--- config.mk ---
export PLATFORM = sky130hd
export DESIGN_NAME = rom_read_arbiter
export DESIGN_NICKNAME = d
export VERILOG_FILES = /design/src/rtl/rom_ctrl_pkg.sv /design/src/rtl/rr_arbiter.sv /design/src/rtl/rom_read_arbiter.sv
export SDC_FILE = /design/constraint.sdc
export NUM_CORES = 1
export LEC_CHECK = 0
export ABC_AREA = 0
export CAP_MARGIN = 20
export CORE_MARGIN = 10
export CORE_UTILIZATION = 39
export CTS_CLUSTER_DIAMETER = 100
export DETAILED_ROUTE_END_ITERATION = 7
export PLACE_DENSITY = 0.82
export SETUP_SLACK_MARGIN = 0.2
export SYNTH_ARGS = -nofsm -noshare
export SYNTH_HDL_FRONTEND = slang
export SYNTH_HIERARCHICAL = 1
export SYNTH_SLANG_ARGS = --single-unit
export TNS_END_PERCENT = 10
--- constraint.sdc ---
create_clock -name clk -period 5.3 [get_ports clk]
set_input_delay 0.795 -clock clk [delete_from_list [all_inputs] [get_ports clk]]
set_output_delay 0.795 -clock clk [all_outputs]
set_load 0.01 [all_outputs]
--- src/rtl/rom_ctrl_pkg.sv ---
// Shared helpers for ROM access blocks: ROM read latency and requester id sizing.
package rom_ctrl_pkg;

    localparam int MAX_REQ = 8;

    // The ROM's optional output register adds one cycle to the read.
    function automatic int rom_latency(input string output_reg);
        return (output_reg == "TRUE") ? 2 : 1;
    endfunction

    function automatic int id_width(input int num_req);
        return (num_req < 2) ? 1 : $clog2(num_req);
    endfunction

endpackage

--- src/rtl/rr_arbiter.sv ---
// Round-robin arbiter: combinational one-hot grant searched from rr_ptr, pointer
// moves past the winner whenever the grant is taken.
module rr_arbiter
    import rom_ctrl_pkg::*;
#(
    parameter int N = 4
) (
    input  logic         clk,
    input  logic         rst,
    input  logic [N-1:0] req,
    input  logic         advance,
    output logic [N-1:0] gnt
);

    localparam int PW = id_width(N);

    logic [PW-1:0] rr_ptr_reg;
    logic [PW-1:0] rr_ptr_next;
    logic [PW:0]   idx;
    logic          found;

    // idx carries one spare bit so the wrap works for non-power-of-two N.
    always_comb begin
        gnt         = '0;
        rr_ptr_next = rr_ptr_reg;
        found       = 1'b0;
        idx         = '0;
        for (int k = 0; k < N; k++) begin
            idx = {1'b0, rr_ptr_reg} + (PW+1)'(k);
            if (idx >= (PW+1)'(N)) begin
                idx = idx - (PW+1)'(N);
            end
            if (!found && req[idx[PW-1:0]]) begin
                found             = 1'b1;
                gnt[idx[PW-1:0]]  = 1'b1;
                rr_ptr_next       = (idx == (PW+1)'(N-1)) ? '0 : PW'(idx + 1'b1);
            end
        end
        if (rst) begin
            gnt = '0;
        end
    end

    always_ff @(posedge clk) begin
        if (rst) begin
            rr_ptr_reg <= '0;
        end else if (advance && found) begin
            rr_ptr_reg <= rr_ptr_next;
        end
    end

endmodule

--- src/rtl/rom_read_arbiter.sv ---
// Shares one synchronous ROM among NUM_REQ readers; tags each accepted read with
// its owner and strobes rsp_valid to that owner when the ROM data arrives.
module rom_read_arbiter
    import rom_ctrl_pkg::*;
#(
    parameter int    NUM_REQ    = 4,
    parameter int    ADDR_WIDTH = 8,
    parameter int    DATA_WIDTH = 16,
    parameter string OUTPUT_REG = "FALSE"
) (
    input  logic                          clk,
    input  logic                          rst,
    input  logic [NUM_REQ-1:0]            req_valid,
    input  logic [NUM_REQ*ADDR_WIDTH-1:0] req_addr,
    output logic [NUM_REQ-1:0]            req_ready,
    output logic [NUM_REQ-1:0]            rsp_valid,
    output logic [DATA_WIDTH-1:0]         rsp_data,
    output logic [ADDR_WIDTH-1:0]         rom_addr,
    input  logic [DATA_WIDTH-1:0]         rom_data
);

    localparam int LAT = rom_latency(OUTPUT_REG);
    localparam int IW  = id_width(NUM_REQ);

    logic [NUM_REQ-1:0]    gnt;
    logic                  grant_any;
    logic [IW-1:0]         gnt_id;
    logic [ADDR_WIDTH-1:0] grant_addr;
    logic [ADDR_WIDTH-1:0] last_addr_reg;
    logic [ADDR_WIDTH-1:0] addr_arr [NUM_REQ];

    logic [LAT-1:0]        tag_valid_reg;
    logic [IW-1:0]         tag_id_reg [LAT];

    rr_arbiter #(
        .N(NUM_REQ)
    ) u_arb (
        .clk     (clk),
        .rst     (rst),
        .req     (req_valid),
        .advance (grant_any),
        .gnt     (gnt)
    );

    genvar gi;
    generate
        for (gi = 0; gi < NUM_REQ; gi++) begin : g_addr
            assign addr_arr[gi] = req_addr[gi*ADDR_WIDTH +: ADDR_WIDTH];
        end
    endgenerate

    // gnt is one-hot, so the last match is the only match.
    always_comb begin
        gnt_id     = '0;
        grant_addr = '0;
        for (int i = 0; i < NUM_REQ; i++) begin
            if (gnt[i]) begin
                gnt_id     = IW'(i);
                grant_addr = addr_arr[i];
            end
        end
    end

    assign grant_any = |gnt;
    assign req_ready = gnt;
    assign rom_addr  = grant_any ? grant_addr : last_addr_reg;
    assign rsp_data  = rom_data;

    // Tag pipeline mirrors the ROM latency so the owner id lines up with rom_data.
    always_ff @(posedge clk) begin
        if (rst) begin
            tag_valid_reg <= '0;
            for (int s = 0; s < LAT; s++) begin
                tag_id_reg[s] <= '0;
            end
            last_addr_reg <= '0;
        end else begin
            tag_valid_reg[0] <= grant_any;
            tag_id_reg[0]    <= gnt_id;
            for (int s = 1; s < LAT; s++) begin
                tag_valid_reg[s] <= tag_valid_reg[s-1];
                tag_id_reg[s]    <= tag_id_reg[s-1];
            end
            if (grant_any) begin
                last_addr_reg <= grant_addr;
            end
        end
    end

    generate
        for (gi = 0; gi < NUM_REQ; gi++) begin : g_rsp
            assign rsp_valid[gi] = tag_valid_reg[LAT-1] && (tag_id_reg[LAT-1] == IW'(gi));
        end
    endgenerate

endmodule

* After elaboration in Yosys (flattened, before gate mapping)
Memory sizes are Yosys's and may differ from the RTL's. Index checks and enable logic that the tools add are counted.
Storage, ports and cells: word-level logic and storage cells 107, memories kept 1, output and inout bits 32, memory bits (writable) 2, bits in registers 11, bits of input ports 54
Memories:
- tag_id_reg | words 1, width 2, read ports 1, clocked after Yosys merged registers in 0, write ports 1, line rom_read_arbiter.sv:33 | logic [IW-1:0] tag_id_reg [LAT];
Cells by class: add/subtract/negate cells 11, multiplexer cells 50, reduce and logical (&&, ||, !) cells 20, order comparisons 12, bitwise gates (word level) 3, equal/unequal tests 7
Operators by type and width (count):
- 8-bit 2-to-1 mux | 5
- 2-bit 2-to-1 mux | 11
- 4-bit 2-to-1 mux | 5
- 1-bit 2-to-1 mux | 17
- 3-bit by 2-bit == test with 1-bit output (second input constant) | 4
- 1-bit logical AND | 12
- 2-bit by 3-bit < comparator with 1-bit output (second input constant) | 4
- 3-bit 2-to-1 mux | 4
- 4-bit OR | 3
- 3-bit >= comparator (second input constant) | 3
- 3-bit subtractor (second input constant) | 3
- 2-bit by 1-bit adder with 2-bit output (second input constant) | 4
- 1-bit binary-select mux with 2-bit select | 4
- 1-bit demux with 2-bit select | 4
- 2-bit by 1-bit >= comparator with 1-bit output (second input constant) | 4
- 2-bit by 2-bit adder with 3-bit output (second input constant) | 2
- 2-bit == test (second input constant) | 2
- 4-bit nonzero test | 1
- 4-bit OR reduction | 1
- 2-bit by 1-bit adder with 3-bit output (second input constant) | 1
- 2-bit by 3-bit >= comparator with 1-bit output (second input constant) | 1
- 1-bit zero test | 3
- 2-bit by 3-bit subtractor with 3-bit output (second input constant) | 1
- 2-bit by 1-bit == test with 1-bit output (second input constant) | 1
- 3 further kinds | 3

* Longest topological paths before layout
Gate-level depths: netlist (run 1).
depth in word-level cells 20, mapped depth 17, gate-level depth less buffers 11

* Modules after synthesis
Netlist (run 1), hierarchy kept.
Modules (own cells, without submodules):
- rom_read_arbiter | cells an instance 110, area an instance 863.3 sq um, times used 1, seq. area each 220.2 sq um
- rr_arbiter | cells an instance 78, area an instance 635.6 sq um, times used 1, seq. area each 40.0 sq um

* Least setup slack after synthesis (run 1)
No wires, ideal clock.
path type register to output, start point register u_arb.rr_ptr_reg[0], end point output rom_addr[0], required time 4.505 ns, stages on the path, launching flop included 16, buffers on the path 6, data arrival time 3.404 ns, path slack 1.101 ns, path through dfxtp_1 buf_6 buf_2 inv_1 ha_1 buf_6 mux4_2 buf_6 o21ai_1 mux2i_1 a21oi_1 or4_1 buf_2 buf_6 o21ai_2 a21oi_1
Between the ends: elaborated cells on any way between the ends 66, classes of those cells 7 x add/sub; 12 x order compare; 33 x mux; 3 x bitwise; 11 x reduce/logical
RTL lines:
- start, declared | line rr_arbiter.sv:17 | logic [PW-1:0] rr_ptr_reg;
- start signal, assigned | line rr_arbiter.sv:48 | rr_ptr_reg <= rr_ptr_next;
- parallel branches: the longest is 13 deep, another holds 2-bit by 1-bit adder with 3-bit output
- 4-bit 2-to-1 mux (*) | line rr_arbiter.sv:33 | if (!found && req[idx[PW-1:0]]) begin
- 4-bit 2-to-1 mux (*) | line rr_arbiter.sv:39 | if (rst) begin
- named net req_ready[0] | line rom_read_arbiter.sv:15 | output logic [NUM_REQ-1:0] req_ready,
- 4-bit OR reduction (*) | line rom_read_arbiter.sv:64 | assign grant_any = |gnt;
- named net grant_any | line rom_read_arbiter.sv:26 | logic grant_any;
- 8-bit 2-to-1 mux (*)
- end, declared | line rom_read_arbiter.sv:18 | output logic [ADDR_WIDTH-1:0] rom_addr,
Mark *: on every way through the listed nets, which the timed path passes. The select of a mux whose other input is x is not followed.

* Worst setup path in the final report (run 1)
start point register u_arb.rr_ptr_reg[1], end point output rom_addr[0]
Between the ends: word-level cells in the longest chain between the ends 20, elaborated cells on any way between the ends 66, classes of those cells 7 x add/sub; 12 x order compare; 33 x mux; 3 x bitwise; 11 x reduce/logical
Ends and longest elaborated chain:
- parallel branches: the longest is 13 deep, another holds 2-bit by 1-bit adder with 3-bit output
- 4-bit 2-to-1 mux (*) | line rr_arbiter.sv:33
- 4-bit 2-to-1 mux (*) | line rr_arbiter.sv:39
- 8-bit 2-to-1 mux (4 in a row) | line rom_read_arbiter.sv:57 | if (gnt[i]) begin
- 8-bit 2-to-1 mux (*)
Every way passes the cells marked *. The select of a mux whose other input is x is not followed.

==> impl_metrics.ini, run 1 <==
[detailed_routing]
post_drt_wl_per_cell_um = 14.85
dr.pass1.iters = 4
num_vias = 1475
via_per_inst = 5.423
drt-total-wl_mm = 4.039
antenna_left = 0
drc = 0
drt-initial-drc-count = 59

[place]
place.gp.congestion = 0.8834
dp.final_hpwl_mm = 3.369
portBuffers = 53
placedCellCount = 268
dpl_cell_area_mm2 = 0.001934
pre_cts_ws_ns = 0.5596

[clocking]
tritoncts = done
cts-hold-fix-buffers = 0
cts.sink_count = 13
clock-root-buffer = clkbuf_8
clock_path_buffers = 2
post_cts_resize_count = 0
clkLatencyLatePin_ns = 0.24
cts_setup_buffers = 0
cts.clk_slew.worst_paths_ns = 0.05
h-tree-depth = 1
numCtsBuffers = 3

[finish]
final_cells = 272
area_growth_pct = 32.05
fill_cells = 353
layout.nets = 285
largest_reg_flops = 8
layout-drive-gt1-share = 0.1384
n_antenna_cell = 0
final_area_mm2 = 0.001979
utilization = 0.5366

[critical_path]
cp_cell_sequence = inv_1 -> ha_1 -> mux4_2 -> nor2_1 -> and3_4 -> nand2_1 -> a21oi_1 -> or4_1 -> buf_4 -> o21ai_2 -> a21oi_1 -> clkdlybuf4s50_1
arrival_ns = 4.03
cp.buffers_inverters = 3
startpoint_type = register
required_ns = 4.51
worst_path_most_repeated_cell = a21oi_1
critPathCaptureType = output port
path_max_fanout = 12
slowest_stage = mux4_2
cp_slowest_stage_delay_ns = 0.69
critPathTopFamily = buffers and inverters
crit_type = register to output port

[logic_synthesis]
yosysTopAreaCell = dfxtp_1
ys_ff_latch = 13
postSynthAreaPerCell_um2 = 7.973
synth_flop_cell = dfxtp_1
yosysTopAreaCellShare = 0.1736
syn-num-nets = 248
yosysUniqueCellTypes = 41
synthCells = 188
synth-edff-count = 0
synth_area_mm2 = 0.001499
async_reset_ff_frac = 0
ys_seq_area_frac = 0.1736
yosysWarnings = 6
synth_area_leaders = dfxtp_1 (17%), a21oi_1 (9.7%), buf_4 (8.0%), mux4_2 (6.0%), o21ai_2 (5.3%)
synth_most_common_cell = a21oi_1
synth_common_cells = a21oi_1 (29), buf_4 (16), nand2_1 (14)

[power]
leakage_nw = 0.7426
power_mw = 1.347
vdd_drop_max_mv = 0.4434
pwr_density_cell_mw_per_mm2 = 680.6

[min_path]
hold_class = register to register

[grt]
grt_pass1_wl_mm = 6.182
antenna_found_initial = 0
track_usage = 0.1114
grt_overflow_total = 0
grt_pass1_vias = 1358
grt_max_degree = 20

[sta]
final_hold_viol_count = 0
setup_ws_ns = 0.4783
setup_tns_ns = 0
worst_pin_slew_ns = 0.5703
setup_violations = 0
max_freq_mhz = 207.4
fin_hold_ws_ns = 0.5754
report.final.slew_viol_count = 0
fin_skew_ns = 0.002471
rsz0062_at_grt = false
finalCritPeriodShare = 0.9098
relSlewSlack = 0.6148
fin_crit_ns = 4.822

[die]
die_x_um = 82.00
die_height_um = 82.00
io_pins = 86
rows = 22
fp.dieArea_mm2 = 0.006723
coreArea_mm2 = 0.003689
start_util = 0.4064

[status]
status = finished, final reports clean

[run]
drv_cap = 0
## final timing paths
check,slack [ns],from,cells past startpoint,to
max,0.48,u_arb/rr_ptr_reg[1],12,rom_addr[0]
min,0.58,last_addr_reg[3],2,last_addr_reg[3]
min reg2reg,0.58,last_addr_reg[3],2,last_addr_reg[3]
max reg2reg,1.68,u_arb/rr_ptr_reg[1],12,u_arb/rr_ptr_reg[1]
## report_power, final
part / total [mW] / internal, mW / switching (mW)
clock: 0.0875 / 0.0531 / 0.0344
sequential: 0.180 / 0.145 / 0.0351
combinational: 1.08 / 0.533 / 0.547
total: 1.35 / 0.731 / 0.616
## final cells by class
| type | instances | area [um^2] | share of cell area |
|---|---|---|---|
| timing repair buffer | 60 | 583.1 | 0.2946 |
| inverter | 6 | 22.52 | 0.01138 |
| multi-input combinational | 141 | 1008 | 0.5095 |
| clock buffer | 4 | 45.04 | 0.02276 |
| tap | 48 | 60.06 | 0.03034 |
| sequential | 13 | 260.3 | 0.1315 |
## worst reg2reg max path: cells and delay by family, from the launching register on
family / cells / cell delay [ns]
compound gates: 4 / 0.84
mux: 1 / 0.69
simple gates: 4 / 0.61
fa+ha+maj: 1 / 0.49
flops: 1 / 0.45
buf+inv: 2 / 0.39
## routing by layer
layer	part of all wire	track usage	wire length [um]	vias to the layer above
li1	-	-	-	733
met1	0.40	0.1321	1622	696
met2	0.52	0.1936	2092	39
met3	0.067	0.02948	270	7
met4	0.013	0.02891	54	0
met5	0	0	0	-
## layout by cell type (no fill, tap or decap), drive strengths merged, types with 5 or more instances in the layout
| master | count |
|---|---|
| clkdlybuf4s50 | 53 |
| a21oi | 29 |
| o21ai | 16 |
| nand2 | 14 |
| dfxtp | 13 |
| nor2 | 11 |
| nand2b | 10 |
| a22oi | 8 |
| or2b | 8 |
| o211ai | 8 |
| buf | 7 |
| mux2i | 6 |
| ha | 6 |
| inv | 5 |
## kinds of logic (layout without fill, tap and decap cells)
family / after synthesis / after routing / share of synthesized area
muxes: 10 / 10 / 0.1002
AOI/OAI and AO/OA: 71 / 71 / 0.3180
adders and majority gates: 6 / 6 / 0.05008
and+or+nand+nor: 54 / 54 / 0.2045
buffers and inverters: 34 / 70 / 0.1536
DFF: 13 / 13 / 0.1736
(Power assumes the default switching activity.)
==> inputs of run 2 (changes only) <==
--- a/config.mk
+++ b/config.mk
@@ -11,6 +11,7 @@
 export CORE_UTILIZATION = 39
 export CTS_CLUSTER_DIAMETER = 100
 export DETAILED_ROUTE_END_ITERATION = 7
+export GPL_ROUTABILITY_DRIVEN = 0
 export PLACE_DENSITY = 0.82
 export SETUP_SLACK_MARGIN = 0.2
 export SYNTH_ARGS = -nofsm -noshare
==> impl_metrics.ini, run 2 (synthesis results as in run 1) <==
[status]
status = finished, final reports clean

[sta]
max_freq_mhz = 207.5
final_hold_viol_count = 0
report.final.slew_viol_count = 0
fin_crit_ns = 4.820
fin_hold_ws_ns = 0.5722
worst_pin_slew_ns = 0.5773
rsz0062_at_grt = false
finalCritPeriodShare = 0.9095
setup_ws_ns = 0.4796
setup_violations = 0
relSlewSlack = 0.6101
fin_skew_ns = 0.001570
setup_tns_ns = 0

[die]
coreArea_mm2 = 0.003689
die_height_um = 82.00
rows = 22
fp.dieArea_mm2 = 0.006723
start_util = 0.4064
die_x_um = 82.00
io_pins = 86

[grt]
grt_max_degree = 20
antenna_found_initial = 0
grt_pass1_wl_mm = 6.534
grt.met3_usage = 0.03384
track_usage = 0.1186
grt_overflow_total = 0
busiest_layer = met2
grtUsageMet2 = 0.2014
grt_pass1_vias = 1356
use_met1 = 0.1412

[clocking]
h-tree-depth = 1
tritoncts = done
cts_setup_buffers = 0
cts.clk_slew.worst_paths_ns = 0.05
cts.sink_count = 13
clock-root-buffer = clkbuf_8
clkLatencyLatePin_ns = 0.24
numCtsBuffers = 3
clock_path_buffers = 2

[finish]
fill_cells = 349
n_antenna_cell = 0
layout.nets = 284
layout-drive-gt1-share = 0.1435
largest_reg_flops = 8
layout_common_cells = clkdlybuf4s50_1 (53), a21oi_1 (28), nand2_1 (14)
utilization = 0.5363
area_growth_pct = 31.97
final_cells = 271
final_common_cell = clkdlybuf4s50_1
final_area_mm2 = 0.001978

[detailed_routing]
drt-total-wl_mm = 4.196
via_per_inst = 5.446
drc = 0
dr.pass1.iters = 5
num_vias = 1476
drt-initial-drc-count = 88
antenna_left = 0
post_drt_wl_per_cell_um = 15.48

[power]
leakage_nw = 0.7384
pwr-share-comb = 0.803
switchingPower_uw = 632.5
power_mw = 1.354
seqPwrFrac = 0.133
netSwitchingFraction = 0.4670
pwr_density_cell_mw_per_mm2 = 684.6
p_int_uw = 721.8
vdd_drop_max_mv = 0.4128
p_clk_frac = 0.064

[critical_path]
path_max_fanout = 16
r2r_slack_ns = 1.84
required_ns = 4.51
critPathCaptureType = output port
arrival_ns = 4.03
crit_type = register to output port
startpoint_type = register

[place]
portBuffers = 53
placedCellCount = 267
dpl_cell_area_mm2 = 0.001927
dp.final_hpwl_mm = 3.404
pre_cts_ws_ns = 0.5193

[run]
drv_cap = 0

[min_path]
hold_class = register to register
## run 2: changes by cell type in the layout (fill, tap and decap cells not counted)
cell,before,now
buf_4,7,6
nor2_1,11,10
a21oi_1,29,28
nor2_2,0,1
a21oi_2,0,1
## run 2: metal layers
layer	part of all wire	up-vias
met1	0.38	680
met5	0	-
met4	0.015	0
met2	0.52	59
met3	0.080	4
li1	-	733
## run 2: cell type report
type,count,area (um^2),share of cell area
Clock buffer,4,45.04,0.02277
Inverter,6,22.52,0.01139
Multi-Input combinational cell,141,1015,0.5130
Sequential cell,13,260.3,0.1316
Tap cell,48,60.06,0.03036
Timing Repair Buffer,59,575.6,0.2910
## run 2: final timing paths
check	to	from	cells past startpoint
min	last_addr_reg[0]	last_addr_reg[0]	2
max reg2reg	last_addr_reg[1]	u_arb/rr_ptr_reg[1]	11
max	rom_addr[1]	u_arb/rr_ptr_reg[1]	12
min reg2reg	last_addr_reg[0]	last_addr_reg[0]	2
## run 2: power groups by stage
stage / registers, mW / logic, mW / clock network (mW)
after floorplan: 0.176 / 0.756 / 0
after global placement: 0.179 / 1.06 / 0
after detailed placement: 0.181 / 1.08 / 0
after CTS: 0.179 / 1.08 / 0.0901
after global routing: 0.184 / 1.19 / 0.0954
final: 0.180 / 1.09 / 0.0870
## run 2: timing repair
item	CTS	global route
gates resized for setup	0	2
endpoints found under the setup margin	0	4
hold buffers	0	0
## run 2: critical path: stages (launching register included)
cell	delay, ns
dfxtp_1	0.45
inv_1	0.17
ha_1	0.47
mux4_2	0.69
nand2_1	0.11
o21ai_1	0.06
mux2i_1	0.13
a21oi_1	0.10
or4_1	0.65
buf_4	0.26
o21ai_2	0.12
a21oi_1	0.05
clkdlybuf4s50_1	0.51
==> inputs of run 3 (changes only) <==
--- a/config.mk
+++ b/config.mk
@@ -11,7 +11,6 @@
 export CORE_UTILIZATION = 39
 export CTS_CLUSTER_DIAMETER = 100
 export DETAILED_ROUTE_END_ITERATION = 7
-export GPL_ROUTABILITY_DRIVEN = 0
 export PLACE_DENSITY = 0.82
 export SETUP_SLACK_MARGIN = 0.2
 export SYNTH_ARGS = -nofsm -noshare
==> results of run 3 <==
Same layout as run 1: the final DEF is identical, and so are final timing and power.
